## src/rtl/i2c_pkg.sv

```systemverilog
// i2c_pkg: shared state encoding and divisor floor for the SCL generator
package i2c_pkg;
  typedef enum logic [2:0] {IDLE, LOW1, LOW2, HIGH1, HIGH2} state_e;
  localparam int DIV_MIN = 2;
endpackage

```

## src/rtl/i2c_sync2.sv

```systemverilog
// i2c_sync2: two-flop synchronizer for the sensed SCL line, resets to the idle-high bus level
module i2c_sync2 (
  input  logic clk,
  input  logic rst,
  input  logic d_i,
  output logic q_o
);
  logic meta_q;
  // shift the asynchronous level through two flops
  always_ff @(posedge clk) begin
    if (rst) begin
      meta_q <= 1'b1;
      q_o    <= 1'b1;
    end else begin
      meta_q <= d_i;
      q_o    <= meta_q;
    end
  end
endmodule

```

## src/rtl/i2c_scl_gen.sv

```systemverilog
// i2c_scl_gen: quarter-period SCL generator with phase strobes; define I2C_CLK_STRETCH_EN for clock stretching in HIGH1
import i2c_pkg::*;
module i2c_scl_gen #(
  parameter int DIV_W       = 16,
  parameter int DEFAULT_DIV = 250
) (
  input  logic             ref_clk,
  input  logic             reset,
  input  logic             enable,
  input  logic             div_load,
  input  logic [DIV_W-1:0] div_value,
  input  logic             scl_in,
  output logic             i2c_clk,
  output logic             tick_fall,
  output logic             tick_mid_low,
  output logic             tick_rise,
  output logic             tick_mid_high,
  output logic             busy,
  output logic             stretched
);
  localparam logic [DIV_W-1:0] ONE  = DIV_W'(1);
  localparam logic [DIV_W-1:0] QMIN = DIV_W'(DIV_MIN);
  localparam logic [DIV_W-1:0] QRST = DIV_W'(DEFAULT_DIV);
  state_e           state_q, state_d;
  logic [DIV_W-1:0] cnt_q, cnt_d, q_q, q_d;
  logic             clk_d, fall_d, mid_low_d, rise_d, mid_high_d;
  logic             hold;
`ifdef I2C_CLK_STRETCH_EN
  logic scl_s;
  i2c_sync2 u_sync (.clk(ref_clk), .rst(reset), .d_i(scl_in), .q_o(scl_s));
  assign hold = (state_q == HIGH1) && !scl_s;
`else
  logic unused_scl;
  assign unused_scl = scl_in;
  assign hold       = 1'b0;
`endif
  assign busy      = state_q != IDLE;
  assign stretched = hold;
  // state, phase counter, quarter register and registered outputs
  always_ff @(posedge ref_clk) begin
    if (reset) begin
      state_q       <= IDLE;
      cnt_q         <= '0;
      q_q           <= QRST;
      i2c_clk       <= 1'b1;
      tick_fall     <= 1'b0;
      tick_mid_low  <= 1'b0;
      tick_rise     <= 1'b0;
      tick_mid_high <= 1'b0;
    end else begin
      state_q       <= state_d;
      cnt_q         <= cnt_d;
      q_q           <= q_d;
      i2c_clk       <= clk_d;
      tick_fall     <= fall_d;
      tick_mid_low  <= mid_low_d;
      tick_rise     <= rise_d;
      tick_mid_high <= mid_high_d;
    end
  end
  // advance one phase every q cycles; loads accepted only while idle, clamped to the floor
  always_comb begin
    state_d = state_q;
    cnt_d   = cnt_q + ONE;
    q_d     = q_q;
    if (state_q == IDLE) begin
      cnt_d   = '0;
      q_d     = div_load ? (div_value < QMIN ? QMIN : div_value) : q_q;
      state_d = enable ? LOW1 : IDLE;
    end else if (hold) begin
      cnt_d = '0;
    end else if (cnt_q == q_q - ONE) begin
      cnt_d   = '0;
      state_d = state_q == LOW1  ? LOW2  :
                state_q == LOW2  ? HIGH1 :
                state_q == HIGH1 ? HIGH2 :
                enable           ? LOW1  : IDLE;
    end
  end
  // strobes mark the entry edge of each phase, aligned with the registered SCL level
  always_comb begin
    clk_d      = !(state_d == LOW1 || state_d == LOW2);
    fall_d     = state_d == LOW1  && state_q != LOW1;
    mid_low_d  = state_d == LOW2  && state_q == LOW1;
    rise_d     = state_d == HIGH1 && state_q == LOW2;
    mid_high_d = state_d == HIGH2 && state_q == HIGH1;
  end
endmodule

```

## config.mk

```make
export PLATFORM = sky130hd
export DESIGN_NAME = i2c_scl_gen
export DESIGN_NICKNAME = d
export VERILOG_FILES = /design/src/rtl/i2c_pkg.sv /design/src/rtl/i2c_sync2.sv /design/src/rtl/i2c_scl_gen.sv
export SDC_FILE = /design/constraint.sdc
export NUM_CORES = 1
export LEC_CHECK = 0
export CAP_MARGIN = 20
export CORE_UTILIZATION = 30
export CTS_BUF_LIST = sky130_fd_sc_hd__clkbuf_16
export DETAILED_ROUTE_END_ITERATION = 6
export GPL_ROUTABILITY_DRIVEN = 0
export GPL_TIMING_DRIVEN = 0
export SLEW_MARGIN = 20
export SYNTH_ARGS = -nofsm -noshare
export SYNTH_HDL_FRONTEND = slang
export SYNTH_SLANG_ARGS = --single-unit
```

## constraint.sdc

```tcl
create_clock -name ref_clk -period 5.46 [get_ports ref_clk]
set_input_delay 0.546 -clock ref_clk [delete_from_list [all_inputs] [get_ports ref_clk]]
set_output_delay 0.546 -clock ref_clk [all_outputs]
set_load 0.01 [all_outputs]
```

==> impl_metrics.csv <==
group,metric,value,unit
timing,min_period,3.24,ns
logic_synthesis,synth_top_area_share,37.0,%
layout,final_area,2700,um^2
critical_path,cp.arrival,3.41,ns
pwr,ir_worst_vdd,138,uV
layout,n_antenna_cell,0,
timing,tns,0,ns
cts,postCtsHoldBufs,0,
detailed_routing,drtAntennaViolNets,0,
global_routing,grt_pass1_wl,7800,um
place,portBuffers,25,
floorplan,die_w,86.9,um
critical_path,path_class,"reg2reg",
logic_synthesis,ys_ff_latch,40,
timing,setup-violations-final,0,
critical_path,path_cells,"inv_1 -> ha_1 -> or4b_1 -> buf_2 -> nor4_4 -> xor2_1 -> a21oi_1 -> o21a_1 -> a2111oi_4 -> or3_1 -> buf_6 -> buf_6 -> nor2_1",
timing,fin_crit_sh,59.3,%
layout,drive_gt1_share,6.71,%
timing,postLayoutSetupSlackWorst,2.22,ns
logic_synthesis,ys_types,47,
logic_synthesis,ys.flop_type,"dfxtp_1",
cts,root_buffer,"clkbuf_16",
logic_synthesis,syn_nets,288,
detailed_routing,drcViolationCount,0,
cts,h-tree-depth,2,
global_routing,grt_pass1_vias,1687,
timing,hold_violations,0,
timing,relSlewSlack,56.0,%
detailed_routing,dr_total_vias,1832,
critical_path,critPathTopFamily,"compound AO/OA/AOI/OAI gates",
floorplan,dieArea,7550,um^2
cts,cts_tree,"done",
logic_synthesis,yosys_warnings,0,
flow_run,drv_cap,0,
cts,cts_buffers,5,
logic_synthesis,yosysSeqAreaShare,37.0,%
layout,nFillCells,718,
logic_synthesis,synthCells,265,
timing,clock-skew-final,0.00448,ns
floorplan,io_pins,28,
floorplan,rows,30,
logic_synthesis,syn_area_per_cell,8.16,um^2
global_routing,grt_max_degree,13,
critical_path,cp.buffers_inverters,4,
critical_path,crit_fanout,10,
cts,clockBufferDepth,2,
global_routing,antenna_found_initial,0,
global_routing,grt-ovfl-total,0,
logic_synthesis,ys_top_cells_by_count,"40 x dfxtp_1, 40 x nand2_1, 33 x nor2_1",
logic_synthesis,synth_edf_count,0,
timing,maxSlewViolCount,0,
layout,nets,320,
floorplan,initial_utilization,31.5,%
layout,ff_latch_area,801,um^2
critical_path,slowest_stage,"a2111oi_4",
place,placed_cell_area,2530,um^2
logic_synthesis,async_flop_share,0,%
place,place_inst,386,
pwr,p_leak,0.947,nW
timing,max_freq,309,MHz
global_routing,grt_use_total,13.2,%
critical_path,cp-start-kind,"register",
detailed_routing,vias_per_cell,4.65,
logic_synthesis,netlist_area,2160,um^2
cts,cts_sinks,40,
pwr,p_per_area,273,nW/um^2
layout,synthToLayoutAreaGrowth,24.7,%
cts,cts_resized,0,
min_path,min_path_type,"reg2reg",
place,post-dp-hpwl,3520,um
critical_path,cp-end-kind,"register",
detailed_routing,drtIter0Drc,101,
cts,post_cts_buffers,0,
cts,clk_pin_slew_worst_paths,0.06,ns
critical_path,slowest_delay,0.65,ns
detailed_routing,wirelength,4560,um
critical_path,cp.required,5.63,ns
timing,rsz0062_at_grt,"no",
layout,multi_input_area,1240,um^2
logic_synthesis,synth_area_leaders,"dfxtp_1 37%, xnor2_1 8.9%, nand2_1 6.9%",
detailed_routing,drt_pass1_iterations,4,
cts,clkLatencyLatePin,0.28,ns
layout,stdcell_count,394,
floorplan,core,6870,um^2
status,outcome,"finished clean",
place,dpl_worst_slack,2.21,ns
critical_path,crit_top_cell,"buf_6",
detailed_routing,routedWlPerCell,11.6,um
floorplan,fp.dieH,86.9,um
logic_synthesis,netlist.top_cell.by_area,"dfxtp_1",
timing,tightest_slew,0.660,ns
-- layout make-up --
class / count / area share, %
buffer: 14 / 3.48
clock buffer: 5 / 4.64
clock inverter: 3 / 1.39
inverter: 8 / 1.11
multi-input combinational: 203 / 45.9
sequential: 40 / 29.7
tap: 96 / 4.46
timing repair buffer: 25 / 9.29
-- metrics by stage --
| stage | hold slack, ns | total power [mW] | utilization (%) |
|---|---|---|---|
| after detailed placement | 0.470 | 0.420 | 36.9 |
| after global routing | 0.516 | 0.769 | 39.2 |
| after CTS | 0.478 | 0.745 | 39.2 |
| after global placement | 0.468 | 0.419 | 36.9 |
| after floorplan | 0.449 | 0.384 | - |
| final | 0.479 | 0.737 | 39.2 |
-- routing by layer --
metal | routed length [um] | part of all wire, % | GRT usage [%] | vias up
met5 | 0 | 0 | 0 | -
met3 | 171 | 3.8 | 2.94 | 6
met2 | 2010 | 44 | 21.6 | 36
li1 | - | - | - | 966
met1 | 2310 | 51 | 16.9 | 824
met4 | 67 | 1.5 | 5.00 | 0
-- worst min-delay path, stage by stage (launching register included) --
cell and delay (ns):
dfxtp_1 0.32, nand2_1 0.06, a21oi_1 0.05
-- state kept, by name (all words and copies together), names as in the netlist --
name and count:
i2c_clk 1, tick_mid_high 1, cnt_q 16, state_q 3
tick_mid_low 1, q_q 16, tick_rise 1, tick_fall 1
-- cell usage in the layout (no fill, tap or decap), types with 3 or more instances in the layout --
master           instances
mux2i_1                  4
nor3_1                   6
and3_1                   5
o21ai_0                  4
clkbuf_1                 6
a31oi_1                  3
nand4_1                  4
buf_4                    4
clkbuf_16                5
xor2_1                  14
nor2_1                  33
nand2_1                 40
xnor2_1                 22
dfxtp_1                 40
a21oi_1                 16
nand3b_1                 6
nand3_1                 10
clkdlybuf4s50_1         25
nor4_1                   5
inv_1                    8
-- report_power, final --
part	switching [mW]	leakage, nW	internal [mW]
registers	0.0161	0.326	0.304
clock network	0.111	0.0789	0.212
logic	0.0454	0.542	0.0475
-- final timing paths --
path              cells past startpoint     from  endpoint  slack, ns
setup / recovery                     13   q_q[0]  cnt_q[9]       2.22
hold reg to reg                       2  q_q[15]   q_q[15]       0.48
hold / removal                        2  q_q[15]   q_q[15]       0.48
setup reg to reg                     13   q_q[0]  cnt_q[9]       2.22
-- kinds of logic (layout without fill, tap and decap cells) --
kind of cell / after synthesis / count (layout) / synth area share, %
and+or+nand+nor: 125 / 125 / 28.5
DFF: 40 / 40 / 37.0
xor gates and xnor gates: 36 / 36 / 14.6
AOI/OAI and AO/OA: 34 / 34 / 10.5
buffers and inverters: 22 / 55 / 5.73
muxes: 5 / 5 / 2.37
adders and majority gates: 2 / 2 / 1.16
other: 1 / 1 / 0.173
Note: power is estimated with default switching activity, not from simulation.
